==> config.mk <==
export PLATFORM = sky130hd
export DESIGN_NAME = updown_counter_bank
export DESIGN_NICKNAME = d
export VERILOG_FILES = /design/src/rtl/updown_counter_bank.sv
export SDC_FILE = /design/constraint.sdc
export NUM_CORES = 1
export LEC_CHECK = 0
export ABC_AREA = 1
export BUFFER_PORTS_ARGS = -buffer_cell sky130_fd_sc_hd__buf_2
export CAP_MARGIN = 25
export CORE_UTILIZATION = 36
export CTS_BUF_LIST = sky130_fd_sc_hd__clkbuf_2
export CTS_CLUSTER_DIAMETER = 120
export DETAILED_ROUTE_END_ITERATION = 8
export PLACE_DENSITY = 0.7
export RECOVER_POWER = 50
export SYNTH_ARGS = -nofsm -noshare
export SYNTH_HDL_FRONTEND = slang
export SYNTH_SLANG_ARGS = --single-unit
==> constraint.sdc <==
create_clock -name clk -period 1.4 [get_ports clk]
set_input_delay 0.07 -clock clk [delete_from_list [all_inputs] [get_ports clk]]
set_output_delay 0.07 -clock clk [all_outputs]
set_load 0.01 [all_outputs]
==> src/rtl/updown_counter_bank.sv <==
// Bank of independent 74193-style up/down counters with registered carry/borrow
// pulses, a reset-release enable delay, and selectable wrap or saturate arithmetic.
module updown_counter_bank #(
  parameter int NUM_CH     = 4,
  parameter int WIDTH      = 4,
  parameter int ENABLE_DLY = 3,
  parameter bit SATURATE   = 1'b0
) (
  input  logic                    clk,
  input  logic                    reset_n,
  input  logic [NUM_CH-1:0]       load_en,
  input  logic [NUM_CH*WIDTH-1:0] din,
  input  logic [NUM_CH-1:0]       inc_en,
  input  logic [NUM_CH-1:0]       dec_en,
  output logic [NUM_CH*WIDTH-1:0] dout,
  output logic [NUM_CH-1:0]       carry,
  output logic [NUM_CH-1:0]       borrow,
  output logic                    ready
);

  localparam logic [WIDTH-1:0] MAX_VAL  = {WIDTH{1'b1}};
  localparam logic [WIDTH-1:0] ZERO_VAL = {WIDTH{1'b0}};
  localparam logic [WIDTH-1:0] ONE_VAL  = {{(WIDTH-1){1'b0}}, 1'b1};

  logic [ENABLE_DLY-1:0] en_sr_r;
  logic [ENABLE_DLY-1:0] en_sr_next_s;

  // Enable delay line fills with ones from the LSB after reset release.
  always_comb begin
    en_sr_next_s = (en_sr_r << 1) | ENABLE_DLY'(1'b1);
  end

  // Enable delay line register.
  always_ff @(posedge clk or negedge reset_n) begin
    if (!reset_n) begin
      en_sr_r <= {ENABLE_DLY{1'b0}};
    end else begin
      en_sr_r <= en_sr_next_s;
    end
  end

  assign ready = en_sr_r[ENABLE_DLY-1];

  for (genvar ch = 0; ch < NUM_CH; ch++) begin : g_ch
    logic [WIDTH-1:0] cnt_r;
    logic [WIDTH-1:0] cnt_next_s;
    logic [WIDTH-1:0] din_s;
    logic             carry_r;
    logic             carry_next_s;
    logic             borrow_r;
    logic             borrow_next_s;

    assign din_s = din[ch*WIDTH +: WIDTH];

    // Per-channel next state: load beats inc/dec; simultaneous inc and dec cancel.
    always_comb begin
      cnt_next_s    = cnt_r;
      carry_next_s  = 1'b0;
      borrow_next_s = 1'b0;
      if (!ready) begin
        cnt_next_s = cnt_r;
      end else if (load_en[ch]) begin
        cnt_next_s = din_s;
      end else if (inc_en[ch] && dec_en[ch]) begin
        cnt_next_s = cnt_r;
      end else if (inc_en[ch]) begin
        if (cnt_r == MAX_VAL) begin
          carry_next_s = 1'b1;
          cnt_next_s   = SATURATE ? MAX_VAL : ZERO_VAL;
        end else begin
          cnt_next_s = cnt_r + ONE_VAL;
        end
      end else if (dec_en[ch]) begin
        if (cnt_r == ZERO_VAL) begin
          borrow_next_s = 1'b1;
          cnt_next_s    = SATURATE ? ZERO_VAL : MAX_VAL;
        end else begin
          cnt_next_s = cnt_r - ONE_VAL;
        end
      end else begin
        cnt_next_s = cnt_r;
      end
    end

    // Per-channel count and flag registers.
    always_ff @(posedge clk or negedge reset_n) begin
      if (!reset_n) begin
        cnt_r    <= ZERO_VAL;
        carry_r  <= 1'b0;
        borrow_r <= 1'b0;
      end else begin
        cnt_r    <= cnt_next_s;
        carry_r  <= carry_next_s;
        borrow_r <= borrow_next_s;
      end
    end

    assign dout[ch*WIDTH +: WIDTH] = cnt_r;
    assign carry[ch]               = carry_r;
    assign borrow[ch]              = borrow_r;
  end

endmodule

== Word level (Yosys, flattened, before mapping) ==
Index checks and enable logic that the tools add are counted.
Operators by class
  add/sub/neg operators: 8
  bitwise logic cells: 0
  muxes and demuxes: 68
  equal/unequal tests: 8
  shifts and indexed selects: 0
  reductions and logical operators: 16
  $lt $le $gt $ge: 0
  multipliers: 0
  div/mod/pow operators: 0
Operator list (number)
  4-bit 2-to-1 mux: 24
  1-bit 2-to-1 mux: 44
  4-bit by 1-bit adder with 4-bit output (second input constant): 4
  4-bit equality test (second input constant): 4
  4-bit zero test: 4
  4-bit by 1-bit subtractor with 4-bit output (second input constant): 4
  3-bit AND reduction: 4
  3-bit nonzero test: 4
  2-bit inequality test (second input constant): 4
  1-bit logical AND: 4
Storage, ports and cells
  word-level logic and storage cells: 113
  latch bits: 0
  memories: 0
  input port bits: 30
  register bits after elaboration: 27
  output and inout port bits: 25
  memory bits (writable): 0
  ROM bits: 0

== Depth between registers and ports, before layout ==
  depth after elaboration: 7
  mapped depth: 8
  depth with buffers taken out: 8

== Worst setup path before layout ==
Ideal clock, no wire load.
  path kind: register -> register
  from: register g_ch[1].cnt_r[0]
  to: register g_ch[1].cnt_r[1]
  required time: 1.324 ns
  buffers on the path: 0
  clock period less this slack: 1.316 ns
  library setup time: 0.076 ns
  stages on the path, launching flop included: 7
  path slack: 0.084 ns
  arrival: 1.240 ns
  cell sequence: dfrtp_1 > inv_1 > ha_1 > xor2_1 > o21ai_0 > nand2_1 > o21ai_1
Between the ends
  longest elaborated chain between the ends: 6
  elaborated cells on any way between the ends: 10
  classes of those cells: add/sub: 2; eq/ne: 1; mux: 6; reduce/logical: 1
RTL lines
  start: declaration: line 45  | logic [WIDTH-1:0] cnt_r;
  start signal: assignment: line 92  | cnt_r <= cnt_next_s;
  4-bit by 1-bit subtractor with 4-bit output / 4-bit zero test (equally long branches): line 78, 74
  4-bit 2-to-1 mux: line 74  | if (cnt_r == ZERO_VAL) begin
  4-bit 2-to-1 mux: line 73  | end else if (dec_en[ch]) begin
  4-bit 2-to-1 mux (*): line 66  | end else if (inc_en[ch]) begin
  4-bit 2-to-1 mux (*): line 64  | end else if (inc_en[ch] && dec_en[ch]) begin
  4-bit 2-to-1 mux (*): line 62  | end else if (load_en[ch]) begin
Mark *: on every way between the ends. The rest lies on a longest branch, timed or not. The select of a mux whose other input is x is not followed.
A chain may end at the register's enable or synchronous reset.

== Worst setup path after layout ==
  from: register g_ch[1].cnt_r[0]
  to: register g_ch[1].cnt_r[2]
The elaborated chain is that of the path after synthesis.

==> reports/qor.log <==
[route] DRC violations left 0
[flow_run] number of maximum-capacitance constraint violations 0
[logic_synthesis] cell accounting for the most synthesized area dfrtp_1
[global_route] met1 Resource Use GR 0.223
[power] power dissipated by switching net loads 985 uW
[power] Worst VDD drop 0.417 mV
[route] Final Routed Wirelength 4820 um
[logic_synthesis] Async S/R FF share, synth 1.00
[worst_setup_path] Startpoint Class flip-flop
[cells_and_area] post-layout net count 388
[place] instance area at placement 2170 sq um
[cells_and_area] number of inserted filler cells in the final layout 478
[outcome] status completed
[worst_setup_path] CP Max Fanout 4
[floorplan] ports placed on the boundary 55
[power] Leak 0.00134 uW
[logic_synthesis] fraction of the yosys area taken by sequential cells 0.361
[global_route] met2 routing resource usage after global routing 0.284
[global_route] via count of the first global-routing pass 1,735
[place] pre-CTS setup slack 0.0794 ns
[route] DR pass1 iterations 4
[sta] Final setup violation count 0
[logic_synthesis] Yosys warning total 0
[logic_synthesis] multiplexer area fraction after synthesis 0
[global_route] total global routing track utilization 0.173
[worst_setup_path] kind of end point of the critical path flip-flop
[power] switching power share of the total 0.409
[place] DP HPWL 3250 um
[logic_synthesis] fraction of the mapped netlist area in simple logic gates 0.367
[floorplan] Core Box Area 4850 sq um
[clock_tree] clock tree from TritonCTS done
[floorplan] Die X 74.1 um
[power] internal power component 1420 uW
[worst_hold_path] hold crit path type input pin to flip-flop
[logic_synthesis] ys flop type dfrtp_1
[global_route] GRT Residual Overflow 0
[logic_synthesis] Cell variety after synth 26
[clock_tree] master cell of the clock root buffer clkbuf_2
[logic_synthesis] FF+latch count, synth 27
[clock_tree] register clock-pin slew on the reported worst setup and hold paths 0.27 ns
[power] areal power density over the cells 948 nW/um^2
[clock_tree] Inserted Clock Buffers 3
[clock_tree] latest clock arrival within the worst-skew pair 0.37 ns
[route] DR WL/cell 11.6 um
[global_route] wire length of the first global-routing pass 7360 um
[floorplan] number of standard-cell rows in the floorplan 25
[logic_synthesis] post-synthesis compound-gate area fraction 0.0910
[logic_synthesis] post-synthesis adder-cell area fraction 0.0535
[floorplan] overall die area 5480 sq um
[cells_and_area] Area growth syn-to-layout 36.0%
[sta] RSZ-0062 raised after global routing true
[sta] count of endpoints failing hold in the final timing report 0
[worst_setup_path] category of the most critical setup path flip-flop to flip-flop
[route] via count 1,985
[logic_synthesis] most frequently used cell type in the post-synthesis netlist nand2_1
[cells_and_area] Final Util 0.524
[route] detail-routed via count per cell 4.77
[power] Sequential Power Share 0.435
[sta] Setup Skew 0.0183 ns
[clock_tree] number of H-tree levels 1
[clock_tree] clock sinks 27
[sta] top achievable clock speed 0.752 GHz
[sta] total negative setup slack 0 ns
[cells_and_area] Non-Filler Cell Area, Final 2540 sq um
[power] relative contribution of the clock network to total power 0.128
[logic_synthesis] number of cells produced by synthesis 265
[logic_synthesis] syn avg cell area 7.05 sq um
[sta] max-slew violation count 0
[sta] Final period util 0.949
[sta] slew at the pin closest to its max-slew limit 0.713 ns
[cells_and_area] share of post-route cells with drive strength above 1 0.275
[clock_tree] maximum clock path buffer count 2
[logic_synthesis] Post-Synth XOR/XNOR Area 0.0141
[route] post-detailed-route count of antenna-violating nets 0
[logic_synthesis] Post-synth top cells 73 x nand2_1, 31 x inv_1, 28 x nand3_1
[logic_synthesis] combinational family with the most area after synthesis simple AND/OR/NAND/NOR gates
[place] buffers added on ports 54
[cells_and_area] antenna diode instance count 0
[worst_setup_path] arrival time at the worst endpoint 1.64 ns
[power] fraction of power consumed by combinational cells 0.437
[floorplan] die height 74.1 um
[global_route] met3 Track Usage GR 0.0325
[sta] final critical delay including setup and external delays 1.33 ns
[logic_synthesis] post-synth design cell area 1870 sq um
[global_route] most used routing layer in global routing met2
[sta] post-route worst setup slack 0.0710 ns
[logic_synthesis] number of enable-type register cells in the synthesized netlist 0
[place] RePlAce Congestion 0.936
[logic_synthesis] share of the synthesized area in the top cell type 0.361
[worst_setup_path] data required time of the critical path 1.71 ns
[global_route] largest net degree at the start of global routing 28
[route] starting DRC count in detailed routing 93
[global_route] number of antenna violations at the first check in global routing 0
[logic_synthesis] cells taking the most area after synthesis dfrtp_1 36%, nand2_1 15%, nand3_1 7.5%
[floorplan] effective utilization at floorplan 0.386
[sta] worst rel slew slack 0.524
[logic_synthesis] Synthesized Nets 303
-- metal layers --
| metal | wire, um | up-vias |
|---|---|---|
| li1 | - | 1015 |
| met1 | 2110 | 889 |
| met2 | 2390 | 69 |
| met3 | 220 | 12 |
| met4 | 98 | 0 |
| met5 | 0 | - |
-- repair_timing --
action                                  in CTS  in global routing
endpoints found under the hold margin       48                  0
endpoints found under the setup margin       0                 10
gates resized for setup                      0                 21
hold buffers                                27                  0
buffers inserted                             0                  7
-- logic make-up (layout without fill, tap and decap cells) --
| group | after synthesis | after routing |
|---|---|---|
| DFF | 27 | 27 |
| other | 1 | 1 |
| and+or+nand+nor | 151 | 151 |
| adders and majority gates | 8 | 8 |
| xor gates and xnor gates | 3 | 3 |
| buffers and inverters | 46 | 130 |
| AOI/OAI and AO/OA | 29 | 29 |
-- worst paths after layout --
check	start	to	slack [ns]	depth (start not counted)
max in group asynchronous	reset_n	g_ch[0].cnt_r[1]$_DFFE_PN0P_	0.66	2
worst min register to register	en_sr_r[0]$_DFF_PN0_	en_sr_r[1]$_DFF_PN0_	0.38	0
worst min-delay path	din[13]	g_ch[3].cnt_r[1]$_DFFE_PN0P_	0.04	5
min in group asynchronous	reset_n	g_ch[2].cnt_r[3]$_DFFE_PN0P_	0.24	2
worst max-delay path	g_ch[1].cnt_r[0]$_DFFE_PN0P_	g_ch[1].cnt_r[2]$_DFFE_PN0P_	0.07	8
worst max register to register	g_ch[1].cnt_r[0]$_DFFE_PN0P_	g_ch[1].cnt_r[2]$_DFFE_PN0P_	0.07	8
-- registers in the layout (all words and copies together) (netlist names) --
name           count
g_ch.cnt_r        16
g_ch.borrow_r      4
g_ch.carry_r       4
en_sr_r            3
-- worst max-delay path, stage by stage (launching register included) --
cell	delay, ns
dfrtp_1	0.49
buf_4	0.16
ha_2	0.19
nand2_1	0.06
nand2_1	0.07
nand2_1	0.06
nand2_1	0.05
o21ai_1	0.12
o21ai_1	0.07
-- cells in the final DEF (no fill, tap or decap), types with 3 or more instances in the layout --
cell	synthesis	layout
nand2_1	73	73
nand2_2	5	5
clkbuf_2	0	4
o21ai_1	6	11
nand3_1	28	27
nor4_1	7	7
ha_2	0	4
o21ai_2	3	3
inv_1	31	27
nand4_1	6	6
buf_4	9	9
dlygate4sd3_1	0	27
a21oi_2	1	4
xor2_1	3	3
inv_2	5	9
o21ai_0	12	7
buf_2	1	47
ha_1	8	3
clkbuf_1	0	6
dfrtp_1	27	25
nor2_1	26	26
-- power groups by stage --
stage	clock network [uW]	logic (uW)	registers, uW
after floorplan	0	553	1060
after global placement	0	846	1050
after detailed placement	0	859	1060
after CTS	344	922	1040
after global routing	369	1190	1070
final	307	1050	1050
-- per-stage QoR --
step | power [uW] | hold WS, ns | std cells
CTS | 2310 | 0.00164 | 409
floorplan | 1620 | -0.226 | 265
global route | 2630 | 0.0304 | 416
finish | 2410 | 0.0362 | 416
detailed placement | 1910 | 0.134 | 378
global placement | 1900 | 0.137 | 378
-- cell type report --
class / count / area (sq um) / share of cell area
Sequential cell: 27 / 678 / 0.267
Timing Repair Buffer: 90 / 601 / 0.236
Tap cell: 67 / 83.8 / 0.0330
Multi-Input combinational cell: 192 / 1020 / 0.403
Inverter: 36 / 135 / 0.0531
Clock inverter: 1 / 5.00 / 0.00197
Clock buffer: 3 / 15.0 / 0.00591
Power figures use the tool's default switching activity.
